File: src/rtl/spell_dbg_port_if.sv
// Host-side command/response channels of the SPELL debug port.
// Both channels: a transfer happens on a rising clk edge where valid && ready; the source holds payload stable while valid && !ready.
interface spell_dbg_port_if #(
   parameter int DATA_W = 8
);
   logic              i_cmd_valid;
   logic              o_cmd_ready;
   logic [1:0]        i_cmd;
   logic [1:0]        i_cmd_reg;
   logic [DATA_W-1:0] i_cmd_data;
   logic              o_rsp_valid;
   logic              i_rsp_ready;
   logic [DATA_W-1:0] o_rsp_data;

   modport master (
      output i_cmd_valid, i_cmd, i_cmd_reg, i_cmd_data, i_rsp_ready,
      input  o_cmd_ready, o_rsp_valid, o_rsp_data
   );

   modport slave (
      input  i_cmd_valid, i_cmd, i_cmd_reg, i_cmd_data, i_rsp_ready,
      output o_cmd_ready, o_rsp_valid, o_rsp_data
   );
endinterface

File: src/rtl/spell_dbg_port.sv
// Debug port controller: turns one host command into SPELL run/step/shift strobes
// and returns one response byte. All outputs are registered.
module spell_dbg_port #(
   parameter int DATA_W       = 8,
   parameter int STEP_TIMEOUT = 255
) (
   input  logic                 clk,
   input  logic                 rst,
   spell_dbg_port_if.slave      host,
   output logic                 o_run,
   output logic                 o_step,
   output logic                 o_load,
   output logic                 o_dump,
   output logic                 o_shift_in,
   output logic [1:0]           o_reg_sel,
   input  logic                 i_shift_out,
   input  logic                 i_cpu_stop,
   input  logic                 i_cpu_sleep,
   output logic [2:0]           o_dbg_state
);
   localparam logic [2:0] S_IDLE       = 3'd0;
   localparam logic [2:0] S_WR         = 3'd1;
   localparam logic [2:0] S_RD         = 3'd2;
   localparam logic [2:0] S_STEP_PULSE = 3'd3;
   localparam logic [2:0] S_STEP_WAIT  = 3'd4;
   localparam logic [2:0] S_RESP       = 3'd5;

   localparam int CW = $clog2(DATA_W + 1);

   logic [2:0]        state;
   logic [CW-1:0]     cnt;
   logic [15:0]       wcnt;
   logic [DATA_W-1:0] shreg;

   assign o_dbg_state = state;

   always_ff @(posedge clk) begin
      if (rst) begin
         state            <= S_IDLE;
         cnt              <= '0;
         wcnt             <= '0;
         shreg            <= '0;
         host.o_cmd_ready <= 1'b1;
         host.o_rsp_valid <= 1'b0;
         host.o_rsp_data  <= '0;
         o_run            <= 1'b0;
         o_step           <= 1'b0;
         o_load           <= 1'b0;
         o_dump           <= 1'b0;
         o_shift_in       <= 1'b0;
         o_reg_sel        <= 2'b00;
      end else begin
         case (state)
            S_IDLE: begin
               if (host.i_cmd_valid) begin
                  host.o_cmd_ready <= 1'b0;
                  o_reg_sel        <= host.i_cmd_reg;
                  cnt              <= '0;
                  wcnt             <= '0;
                  if (host.i_cmd == 2'b11) begin
                     o_run            <= host.i_cmd_data[0];
                     host.o_rsp_data  <= '0;
                     host.o_rsp_valid <= 1'b1;
                     state            <= S_RESP;
                  end else if (o_run) begin
                     // The core is free-running: refuse to touch its registers.
                     host.o_rsp_data  <= '1;
                     host.o_rsp_valid <= 1'b1;
                     state            <= S_RESP;
                  end else if (host.i_cmd == 2'b00) begin
                     o_load     <= 1'b1;
                     o_shift_in <= host.i_cmd_data[DATA_W-1];
                     shreg      <= {host.i_cmd_data[DATA_W-2:0], 1'b0};
                     state      <= S_WR;
                  end else if (host.i_cmd == 2'b01) begin
                     o_dump <= 1'b1;
                     shreg  <= '0;
                     state  <= S_RD;
                  end else begin
                     o_step <= 1'b1;
                     state  <= S_STEP_PULSE;
                  end
               end
            end
            S_WR: begin
               if (cnt == CW'(DATA_W - 1)) begin
                  o_load           <= 1'b0;
                  o_shift_in       <= 1'b0;
                  host.o_rsp_data  <= '0;
                  host.o_rsp_valid <= 1'b1;
                  state            <= S_RESP;
               end else begin
                  cnt        <= cnt + 1'b1;
                  o_shift_in <= shreg[DATA_W-1];
                  shreg      <= {shreg[DATA_W-2:0], 1'b0};
               end
            end
            S_RD: begin
               // The core answers one cycle behind each dump strobe, so the
               // sample window is shifted one cycle later than the dump window.
               if (cnt == CW'(DATA_W - 1)) o_dump <= 1'b0;
               if (cnt != '0) shreg <= {shreg[DATA_W-2:0], i_shift_out};
               if (cnt == CW'(DATA_W)) begin
                  host.o_rsp_data  <= {shreg[DATA_W-2:0], i_shift_out};
                  host.o_rsp_valid <= 1'b1;
                  state            <= S_RESP;
               end else begin
                  cnt <= cnt + 1'b1;
               end
            end
            S_STEP_PULSE: begin
               o_step <= 1'b0;
               state  <= S_STEP_WAIT;
            end
            S_STEP_WAIT: begin
               if (i_cpu_stop) begin
                  host.o_rsp_data  <= {{(DATA_W-2){1'b0}}, 1'b0, i_cpu_sleep};
                  host.o_rsp_valid <= 1'b1;
                  state            <= S_RESP;
               end else if (wcnt == 16'(STEP_TIMEOUT - 1)) begin
                  host.o_rsp_data  <= {{(DATA_W-2){1'b0}}, 1'b1, i_cpu_sleep};
                  host.o_rsp_valid <= 1'b1;
                  state            <= S_RESP;
               end else begin
                  wcnt <= wcnt + 16'd1;
               end
            end
            S_RESP: begin
               if (host.i_rsp_ready) begin
                  host.o_rsp_valid <= 1'b0;
                  host.o_cmd_ready <= 1'b1;
                  state            <= S_IDLE;
               end
            end
            default: begin
               state            <= S_IDLE;
               host.o_cmd_ready <= 1'b1;
               host.o_rsp_valid <= 1'b0;
            end
         endcase
      end
   end
endmodule

File: src/flat_wrapper.sv
// flat-port wrapper written by rule: the top's interface ports become plain ports
module spell_dbg_port_flat 
#(
   parameter int DATA_W       = 8,
   parameter int STEP_TIMEOUT = 255
)
  (clk, rst, o_run, o_step, o_load, o_dump, o_shift_in, o_reg_sel, i_shift_out, i_cpu_stop, i_cpu_sleep, o_dbg_state, host_i_cmd_valid, host_i_cmd, host_i_cmd_reg, host_i_cmd_data, host_i_rsp_ready, host_o_cmd_ready, host_o_rsp_valid, host_o_rsp_data);
  spell_dbg_port_if #(.DATA_W(DATA_W)) host_i ();
  input  logic clk;
  input  logic rst;
  output logic o_run;
  output logic o_step;
  output logic o_load;
  output logic o_dump;
  output logic o_shift_in;
  output logic [1:0] o_reg_sel;
  input  logic i_shift_out;
  input  logic i_cpu_stop;
  input  logic i_cpu_sleep;
  output logic [2:0] o_dbg_state;
  input wire logic [$bits(host_i.i_cmd_valid)-1:0] host_i_cmd_valid;
  input wire logic [$bits(host_i.i_cmd)-1:0] host_i_cmd;
  input wire logic [$bits(host_i.i_cmd_reg)-1:0] host_i_cmd_reg;
  input wire logic [$bits(host_i.i_cmd_data)-1:0] host_i_cmd_data;
  input wire logic [$bits(host_i.i_rsp_ready)-1:0] host_i_rsp_ready;
  output wire logic [$bits(host_i.o_cmd_ready)-1:0] host_o_cmd_ready;
  output wire logic [$bits(host_i.o_rsp_valid)-1:0] host_o_rsp_valid;
  output wire logic [$bits(host_i.o_rsp_data)-1:0] host_o_rsp_data;
  assign host_i.i_cmd_valid = host_i_cmd_valid;
  assign host_i.i_cmd = host_i_cmd;
  assign host_i.i_cmd_reg = host_i_cmd_reg;
  assign host_i.i_cmd_data = host_i_cmd_data;
  assign host_i.i_rsp_ready = host_i_rsp_ready;
  assign host_o_cmd_ready = host_i.o_cmd_ready;
  assign host_o_rsp_valid = host_i.o_rsp_valid;
  assign host_o_rsp_data = host_i.o_rsp_data;
  spell_dbg_port #(.DATA_W(DATA_W), .STEP_TIMEOUT(STEP_TIMEOUT)) u_core (.clk(clk), .rst(rst), .host(host_i), .o_run(o_run), .o_step(o_step), .o_load(o_load), .o_dump(o_dump), .o_shift_in(o_shift_in), .o_reg_sel(o_reg_sel), .i_shift_out(i_shift_out), .i_cpu_stop(i_cpu_stop), .i_cpu_sleep(i_cpu_sleep), .o_dbg_state(o_dbg_state));
endmodule
File: config.mk
export PLATFORM = sky130hd
export DESIGN_NAME = spell_dbg_port_flat
export DESIGN_NICKNAME = d
export VERILOG_FILES = /design/src/rtl/spell_dbg_port_if.sv /design/src/rtl/spell_dbg_port.sv /design/src/flat_wrapper.sv
export SDC_FILE = /design/constraint.sdc
export NUM_CORES = 1
export LEC_CHECK = 0
export CAP_MARGIN = 20
export CORE_MARGIN = 5
export CORE_UTILIZATION = 54
export CTS_CLUSTER_SIZE = 16
export DETAILED_ROUTE_END_ITERATION = 7
export GPL_TIMING_DRIVEN = 0
export PLACE_DENSITY_LB_ADDON = 0.25
export SLEW_MARGIN = 0
export SYNTH_ARGS = -nofsm -noshare
export SYNTH_HDL_FRONTEND = slang
export SYNTH_SLANG_ARGS = --single-unit
File: constraint.sdc
create_clock -name clk -period 2.08 [get_ports clk]
set_clock_uncertainty 0.05 [all_clocks]
set_input_delay 0.208 -clock clk [delete_from_list [all_inputs] [get_ports clk]]
set_output_delay 0.208 -clock clk [all_outputs]
set_load 0.05 [all_outputs]
==> impl_metrics.csv <==
group,metric,value,unit
run_status,run_status,"finished, final reports clean",
die,core_area,4660,µm²
worst_setup_path,r2r-end,"u_core.o_dbg_state[0]",
sta,worstMarginPinSlew,0.591,ns
placement,place_inst,401,
die,die_h,78.7,µm
cells_and_area,nets,384,
power_and_ir_drop,power.switching,1.84,mW
synthesis,synth-compound-area-share,22.8,%
synthesis,yosys_warnings,0,
worst_setup_path,crit_type,"flop to flop",
power_and_ir_drop,p_leak,1.13,nW
synthesis,syn-num-nets,334,
sta,fmax,0.492,GHz
power_and_ir_drop,p_comb_share,52.6,%
synthesis,ys_types,55,
synthesis,synthAdderAreaFrac,1.97,%
worst_setup_path,r2r-start,"u_core.cnt[1]",
global_route,antenna_found_initial,0,
cells_and_area,drive_gt1_share,12.2,%
synthesis,synth_area_per_cell,8.19,µm²
clocking,tritoncts,"yes",
sta,maxSlewHeadroom,60.5,%
synthesis,synth_top_family_by_area,"simple AND/OR/NAND/NOR gates",
synthesis,seq_area_frac_synth,37.7,%
worst_setup_path,start_kind,"flop",
synthesis,synth-seq-cells,48,
routing,finalWirelength,6440,µm
routing,via_count,2447,
synthesis,muxShareOfSynthArea,2.01,%
clocking,root_buffer,"clkbuf_8",
synthesis,syn_area,2550,µm²
sta,setup_violations,0,
synthesis,netlist_instances,311,
sta,min_period_over_period,97.7,%
worst_setup_path,critPathBufInv,1,
clocking,clkSinkCount,48,
routing,remaining_drc_errors,0,
routing,vias_per_cell,5.88,
synthesis,synth_edf_count,0,
worst_setup_path,r2r_cells,7,
placement,port_buffers,36,
die,dieArea,6190,µm²
clocking,h-tree-depth,2,
global_route,grt_pass1_vias,2191,
routing,routed.top_layer,"met4",
cells_and_area,area_growth,25.9,%
clocking,numCtsBuffers,5,
cells_and_area,instances_no_fill,416,
clocking,clkLatencyLatePin,0.30,ns
worst_setup_path,cp.arrival,2.17,ns
placement,dp_hpwl,4600,µm
worst_setup_path,cpLargestDelayFamily,"compound AO/OA/AOI/OAI gates",
global_route,overflow,0,
hold_path,min_to,"u_core.host.o_rsp_data[7]",
clocking,clk_path_buf_depth,2,
synthesis,synth_top_flop_cell,"dfxtp_1",
clocking,clkSlewWorstSetupHoldPaths,0.09,ns
power_and_ir_drop,seqPwrFrac,30.4,%
cells_and_area,final_util,68.8,%
global_route,grt_usage,21.1,%
hold_path,min_from,"rst",
hold_path,holdPathStages,2,
routing,detailedRoute.firstPassIterationCount,4,
routing,wl_per_cell,15.5,µm
power_and_ir_drop,powerDensity,1300,nW/µm²
worst_setup_path,cp_cell_sequence,"ha_1, and3b_2, o22ai_1, a22oi_4, buf_4, nor2b_1, a221o_1",
sta,hold_viol_final,0,
routing,wl_met3,385,µm
die,rows,25,
worst_setup_path,critPathSlowestCell,"dfxtp_1",
die,start_util,54.6,%
cells_and_area,diodes,0,
synthesis,async_flop_share,0,%
power_and_ir_drop,switching_share,44.2,%
hold_path,hp-class,"input pin to flop",
routing,ant_nets,0,
routing,drt_iter0_markers,185,
synthesis,synth_xor_area_share,3.10,%
worst_setup_path,endpoint_kind,"flop",
die,fp.dieW,78.7,µm
worst_setup_path,slowest_delay,0.35,ns
sta,min_period,2.03,ns
worst_setup_path,reg2reg_slack,0.05,ns
power_and_ir_drop,vdd.ir_drop.worst,0.000803,V
sta,rsz0062_at_grt,"true",
global_route,grt_pass1_wl,10500,µm
placement,gp_congestion,0.884,
worst_setup_path,required,2.22,ns
power_and_ir_drop,p_int,2.33,mW
global_route,grt_max_degree,16,
power_and_ir_drop,p_clk_share,17.0,%
synthesis,synthSimpleGateAreaFrac,27.5,%
job,max_cap_viol_count,0,
sta,report.final.slew_viol_count,0,
die,ioPinCount,39,
routing,met1_length,2830,µm
worst_setup_path,worstPathMaxFanout,5,
routing,wl_met2,3120,µm
clocking,cts_hold_repair.buffers,0,
-- through the flow --
stage | setup TNS (ns) | power [mW] | instance area (µm²) | hold slack (ns) | setup WS, ns
after detailed placement | -4.15 | 3.33 | 2980 | 0.408 | -0.308
after global placement | -3.73 | 3.30 | 2980 | 0.404 | -0.290
final | 0 | 4.17 | 3210 | 0.253 | 0.0484
after CTS | 0 | 4.06 | 3130 | 0.243 | 0.0194
after floorplan | 0 | 2.78 | 2550 | 0.302 | 0.0207
after global routing | -0.273 | 4.44 | 3210 | 0.296 | -0.0494
-- worst max path at each step --
stage / start / end / slack [ns] / depth (start not counted)
global route: u_core.o_dbg_state[1] / u_core.host.o_rsp_data[7] / -0.05 / 6
finish: u_core.cnt[1] / u_core.o_dbg_state[0] / 0.05 / 7
global placement: host_i_cmd_valid / u_core.wcnt[12] / -0.29 / 6
detailed placement: host_i_cmd_valid / u_core.wcnt[12] / -0.31 / 6
floorplan: u_core.o_dbg_state[1] / u_core.host.o_rsp_data[1] / 0.02 / 6
CTS: u_core.o_dbg_state[1] / u_core.shreg[6] / 0.02 / 7
-- power by group through the flow --
stage                     Clock [mW]  Sequential [mW]  Combinational (mW)
after floorplan                    0             1.62                1.16
after global placement             0             1.28                2.02
after detailed placement           0             1.29                2.05
after CTS                      0.724             1.27                2.07
after global routing           0.768             1.30                2.38
final                          0.709             1.27                2.19
-- placed cells by master (no fill, tap or decap), types with 3 or more instances in the layout --
cell type	instances
and3_1	3
a22oi_1	3
a221oi_1	8
nor3_1	6
dfxtp_1	46
nor2b_1	6
o21ai_0	12
xor2_1	6
nor2_1	42
or3_1	5
o211ai_1	3
nand2b_1	4
clkdlybuf4s50_1	36
buf_2	4
clkbuf_1	7
ha_1	4
xnor2_1	3
nand3_1	12
a31oi_1	8
o22ai_1	3
a21oi_1	20
mux2i_1	4
inv_1	17
a211oi_1	9
nand4_1	6
clkbuf_8	6
buf_4	8
nand2_1	28
-- cells by family after synthesis --
logic type | after synthesis
AND/OR/NAND/NOR | 131
AO/OA/AOI/OAI | 83
flip-flops | 48
buffers and inverters | 31
XOR/XNOR | 9
multiplexers | 5
adder cells (fa/ha/maj) | 4
-- what timing repair did --
item                                    4_1_cts  5_1_grt
endpoints found under the setup margin        9       28
buffers inserted                              3        4
hold endpoints to repair                      0        0
pin swaps                                     1        3
gates resized for setup                       3       12
-- worst reg2reg max path, stage by stage (launching register included) --
cell and delay (ns):
dfxtp_1 0.35, ha_1 0.21, and3b_2 0.27, o22ai_1 0.31, a22oi_4 0.13, buf_4 0.17, nor2b_1 0.12, a221o_1 0.31
-- flip-flops by register name (all words and copies together), names as in the netlist --
signal / flops
u_core.wcnt: 16
u_core.o_run: 1
u_core.host.o_cmd_ready: 1
u_core.o_reg_sel: 2
u_core.o_dump: 1
u_core.o_dbg_state: 3
u_core.host.o_rsp_valid: 1
u_core.cnt: 4
u_core.o_shift_in: 1
u_core.host.o_rsp_data: 8
u_core.o_step: 1
u_core.o_load: 1
u_core.shreg: 8
-- synthesized netlist by cell type, types with 2 or more instances --
library cell / instances / area share (%)
buf_2: 6 / 1.2
nor2b_1: 6 / 1.5
inv_1: 17 / 2.5
a21oi_1: 22 / 4.3
nand2b_1: 5 / 1.2
a31oi_1: 8 / 2.0
and3b_1: 2 / 0.69
nor4_1: 2 / 0.49
nor3_1: 6 / 1.2
o211ai_1: 3 / 0.88
clkbuf_1: 8 / 1.2
xnor2_1: 3 / 1.0
nand3_1: 12 / 2.4
a22oi_1: 3 / 0.88
or3_1: 5 / 1.2
xor2_1: 6 / 2.1
dfxtp_1: 48 / 38
o21ai_1: 2 / 0.39
a211oi_1: 9 / 2.7
nand2_1: 28 / 4.1
nand4_1: 6 / 1.5
o22ai_1: 3 / 0.74
ha_1: 4 / 2.0
o21ai_0: 12 / 2.4
mux2i_1: 4 / 1.6
a221oi_1: 8 / 2.8
nor2_1: 42 / 6.2
and3_1: 3 / 0.74
o21ai_2: 2 / 0.69
-- final cells by class --
| cell class | count | area (µm²) |
|---|---|---|
| Fill cell | 379 | 1460 |
| Tap cell | 54 | 67.6 |
| Timing Repair Buffer | 43 | 413 |
| Clock buffer | 6 | 82.6 |
| Clock inverter | 2 | 38.8 |
| Buffer | 14 | 66.3 |
| Multi-Input combinational cell | 232 | 1510 |
| Inverter | 17 | 63.8 |
| Sequential cell | 48 | 963 |
-- per-layer routing --
| layer | global-route usage, % | vias to the layer above |
|---|---|---|
| li1 | - | 1223 |
| met1 | 29.0 | 1130 |
| met3 | 3.44 | 9 |
| met2 | 34.0 | 85 |
| met5 | 0 | - |
| met4 | 6.29 | 0 |
No activity file was read; power rests on OpenSTA's default activity.
==> edit 1 (same settings) <==
`DATA_W` is set to 8 in 3 places; all go to 32.
--- a/src/rtl/spell_dbg_port_if.sv
+++ b/src/rtl/spell_dbg_port_if.sv
@@ -3,3 +3,3 @@
 interface spell_dbg_port_if #(
-   parameter int DATA_W = 8
+   parameter int DATA_W = 32
 );
--- a/src/rtl/spell_dbg_port.sv
+++ b/src/rtl/spell_dbg_port.sv
@@ -3,3 +3,3 @@
 module spell_dbg_port #(
-   parameter int DATA_W       = 8,
+   parameter int DATA_W       = 32,
    parameter int STEP_TIMEOUT = 255
--- a/src/flat_wrapper.sv
+++ b/src/flat_wrapper.sv
@@ -3,3 +3,3 @@
 #(
-   parameter int DATA_W       = 8,
+   parameter int DATA_W       = 32,
    parameter int STEP_TIMEOUT = 255
Ports: changed (resized host_i_cmd_data and host_o_rsp_data); port bits go from 39 to 87. No check against the original RTL was run, so the function may have changed too.
==> edit 1 against the unedited design <==
The flow now finishes with violations (setup timing). Sequential cell count rose by 50. First-iteration DRC count rose by 140%. Power rose by 150%. Routed wire length rose by 130%. Design area rose by 110%. Setup slack got worse by 0.24 ns. Area after synthesis rose by 100%. Largest cell class unchanged. Largest power group unchanged.
==> edit 1: results (changes against the unedited design) <==
synth:
  netlist_instances: 594  # +91%
  ys_top_cells_by_count: "119 x nand2_1, 98 x dfxtp_1, 40 x o21ai_0"
  synth_nets: 641  # +92%
  synth_cell_types: 62  # +13%
timing:
  holdWs_ns: 0.202  # -0.0515 ns
  setup_viol: 67  # +67
  tightest_slew_ns: 0.634  # +0.0435 ns
  timing.final.ws_setup_ns: -0.189  # -0.238 ns
setup_path:
  slowest_stage: "or4b_4"
  worst_r2r_endpoint: "u_core.host.o_rsp_data[3]$_SDFFE_PP0P_"
power_and_ir_drop:
  ir_worst_vdd_mv: 0.916  # +14%
  p_switching_mw: 4.42  # +140%
  cellLeakagePower_nw: 2.47  # +120%
drt:
  via_per_inst: 5.94  # +0.96%
  route.met2.wl_um: 7130  # +130%
  drt-initial-drc-count: 440  # +140%
  met1Wirelength_um: 6680  # +140%
  dr.pass1.iters: 5  # +1
  wl_met3_um: 905  # +140%
  wl_per_cell_um: 17.9  # +16%
placed_design:
  dp_cells: 808  # +100%
  gp_congestion: 0.894  # +1.1%
  place_ws_ns: -0.534  # -0.226 ns
  placed_cell_area_um2: 6240  # +110%
status:
  status: "complete, but fails checks"
  violations: "setup timing"
layout:
  largestRegisters: "u_core.host.o_rsp_data: 32 flops, u_core.shreg: 32 flops, u_core.wcnt: 16 flops"
  areaGrowthSynthToFinish_pct: 32.3
  nFillCells: 722  # +91%
clocking:
  htree_levels: 3  # +1
  cts_buffers: 9  # +4
hold_path:
  min_to: "u_core.o_run$_SDFFE_PP0P_"
  worstHoldPathCells: 3  # +1
## edit 1: what timing repair did
| action | 4_1_cts | 5_1_grt |
|---|---|---|
| cloned | 1 | 1 |
| setup endpoints to repair | 93 | 89 |
| gates resized for setup | 37 | 20 |
| pin swaps | 11 | 18 |
| buffers inserted | 18 | 5 |
## edit 1: cell type report
cell class | count | share of cell area (%)
multi-input combinational | 437 | 44.6
sequential | 98 | 28.8
timing repair buffer | 110 | 16.0
buffer | 48 | 4.36
tap | 129 | 2.34
clock buffer | 10 | 1.85
clock inverter | 6 | 1.67
inverter | 8 | 0.436
## edit 1: routing by layer
| metal | GRT usage (%) | vias to the layer above |
|---|---|---|
| met5 | 0 | - |
| met3 | 4.78 | 37 |
| met4 | 10.7 | 0 |
| met2 | 41.6 | 204 |
| li1 | - | 2378 |
| met1 | 34.8 | 2405 |
## edit 1: logic make-up after synthesis
family	synth area share (%)
compound gates	31.4
xor+xnor	1.85
fa+ha+maj	0.961
buf+inv	5.67
flops	37.7
mux	0.192
simple gates	22.3
## edit 1: power groups by stage
stage	registers, mW	clock network, mW	logic (mW)
detailed placement	2.93	0	5.13
global placement	2.90	0	5.01
CTS	2.92	1.48	5.61
finish	2.94	1.49	5.81
floorplan	3.70	0	2.96
global route	3.01	1.58	6.17
## edit 1: worst reg2reg max path: cells and delay by family, from the launching register on
| kind | cells | cell delay [ns] |
|---|---|---|
| AO/OA/AOI/OAI | 4 | 0.70 |
| adder cells (fa/ha/maj) | 1 | 0.14 |
| buffers and inverters | 3 | 0.46 |
| flip-flops | 1 | 0.35 |
| AND/OR/NAND/NOR | 1 | 0.49 |
==> edit 2 (same flow settings) <==
Without the edit above. Make the reset (`rst`) asynchronous in one clocked block.
--- a/src/rtl/spell_dbg_port.sv
+++ b/src/rtl/spell_dbg_port.sv
@@ -36,3 +36,3 @@
 
-   always_ff @(posedge clk) begin
+   always_ff @(posedge clk or posedge rst) begin
       if (rst) begin
Behaviour: differs if rst is asserted again (counterexample within 4 cycles, from zero or initial values and one cycle with rst high); with rst held inactive, the same outputs for 10 cycles.
==> edit 2 against the unedited design <==
Critical path type unchanged. Hold slack got worse by 0.18 ns. The run now ends with setup timing left. Power increased by 34%. Sequential power is 19% higher. Sequential share of layout area rose by 2.8 points. Final cell count up 3.4%. Via count rose by 4.6%. First-iteration DRC count shrank 23%. Design area grew 15%. Setup slack lost 0.27 ns. Area after synthesis is 5.5% higher. Sequential cell count stayed put. Routed wire length up 17%.
==> edit 2: results (changes against the unedited design) <==
grt:
  grt_pass1_wl_um: 12000  # +14%
  grtUsageMet2_pct: 40.4  # +6.4 points
  gr-usage-met3_pct: 4.93  # +1.5 points
  met1_usage_pct: 29.3  # +0.29 points
  antenna_found_initial: 0  # unchanged
  grt_max_degree: 41  # +25
drt:
  drt-initial-drc-count: 142  # -23%
  wl_um: 7520  # +17%
  num_vias: 2560  # +4.6%
hold_path:
  holdCritPathClass: "in2async"
setup_path:
  critPathMaxFanout: 6  # +1
  ff2ff_path_depth: 8  # +1
  slowest_delay_ns: 0.43  # +0.08 ns
  slowest_stage: "dfrtp_1"
  worst_r2r_endpoint: "u_core.host.o_rsp_data[3]$_DFFE_PP0P_"
  r2r-start: "u_core.cnt[0]$_DFFE_PP0P_"
  cp_data_arrival_time_ns: 2.47  # +0.30 ns
layout:
  fin_area_um2: 3670  # +15%
  drive_gt1_share_pct: 23.4  # +11 points
  nFillCells: 318  # -16%
synth:
  synthTopCellsByArea: "dfrtp_1 44%, a21oi_1 6.0%, nor2_1 4.1%"
  synth-async-reset-ratio_pct: 100  # +100 points
  netlist_instances: 296  # -4.8%
  synth_cell_types: 56  # +1.8%
  ys_top_cells_by_count: "47 x dfrtp_1, 32 x a21oi_1, 29 x nor2_1"
  synth_nets: 319  # -4.5%
  ys_seq_area_share_pct: 44.8  # +7.0 points
status:
  violations: "setup timing"
  status: "complete, but fails checks"
timing:
  setup_viol: 10  # +10
  timing.final.ws_setup_ns: -0.219  # -0.267 ns
  holdWs_ns: 0.0767  # -0.176 ns
placed_design:
  placed_cell_area_um2: 3190  # +7.3%
  gp_congestion: 0.882  # -0.27%
  dp_cells: 402  # +0.25%
  port_buffers: 37  # +2.8%
  place_ws_ns: -0.705  # -0.396 ns
power_and_ir_drop:
  ir_worst_vdd_mv: 1.05  # +30%
-- edit 2: timing repair --
action                                  4_1_cts  5_1_grt
gates resized for setup                      14       34
pin swaps                                     7        6
endpoints found under the setup margin       27       40
cloned                                        0        2
buffers inserted                             14        7
-- edit 2: cells by family (layout without fill, tap and decap cells) --
group / count (synthesis) / in the layout / share of synthesized area [%]
AOI/OAI and AO/OA: 84 / 85 / 20.0
xor gates and xnor gates: 2 / 2 / 0.652
adders and majority gates: 4 / 4 / 1.86
buffers and inverters: 29 / 95 / 4.47
DFF: 48 / 48 / 44.8
muxes: 12 / 12 / 4.99
and+or+nand+nor: 117 / 117 / 23.2
-- edit 2: worst max-delay path by stage --
stage	from	to	slack [ns]	cells past startpoint
finish	u_core.cnt[0]$_DFFE_PP0P_	u_core.host.o_rsp_data[3]$_DFFE_PP0P_	-0.22	8
global route	u_core.cnt[0]$_DFFE_PP0P_	u_core.host.o_rsp_data[3]$_DFFE_PP0P_	-0.32	8
CTS	u_core.cnt[0]$_DFFE_PP0P_	u_core.host.o_rsp_data[1]$_DFFE_PP0P_	-0.20	8
detailed placement	host_i_cmd_valid	u_core.host.o_rsp_data[0]$_DFFE_PP0P_	-0.70	6
global placement	host_i_cmd_valid	u_core.host.o_rsp_data[1]$_DFFE_PP0P_	-0.69	6
floorplan	u_core.wcnt[11]$_DFFE_PP0P_	u_core.host.o_rsp_data[0]$_DFFE_PP0P_	-0.42	5
-- edit 2: power by group --
group / internal [mW] / total (mW) / switching [mW]
Sequential: 1.25 / 1.51 / 0.255
Combinational: 1.42 / 3.43 / 2.00
Clock: 0.357 / 0.667 / 0.310
Total: 3.03 / 5.60 / 2.57
-- edit 2: worst max-delay path, delay by kind of cell, from the launching register on --
| family | cells | cell delay, ns |
|---|---|---|
| compound gates | 2 | 0.53 |
| fa+ha+maj | 1 | 0.22 |
| buf+inv | 2 | 0.33 |
| flops | 1 | 0.43 |
| mux | 1 | 0.20 |
| simple gates | 2 | 0.45 |
-- edit 2: layout make-up --
| type | instances | share of cell area [%] |
|---|---|---|
| flip-flops and latches | 48 | 32.8 |
| inverters | 15 | 1.53 |
| repair buffers | 61 | 16.0 |
| plain buffers | 11 | 2.59 |
| multi-input cells | 220 | 41.9 |
| well taps | 67 | 2.28 |
| clock buffers | 6 | 1.97 |
| clock inverters | 2 | 0.953 |
-- edit 2: layer usage --
layer  part of all wire, %  up-vias
met3                   5.2       17
met2                    52       89
met1                    40     1255
met4                   2.2        0
li1                      -     1199
met5                     0        -
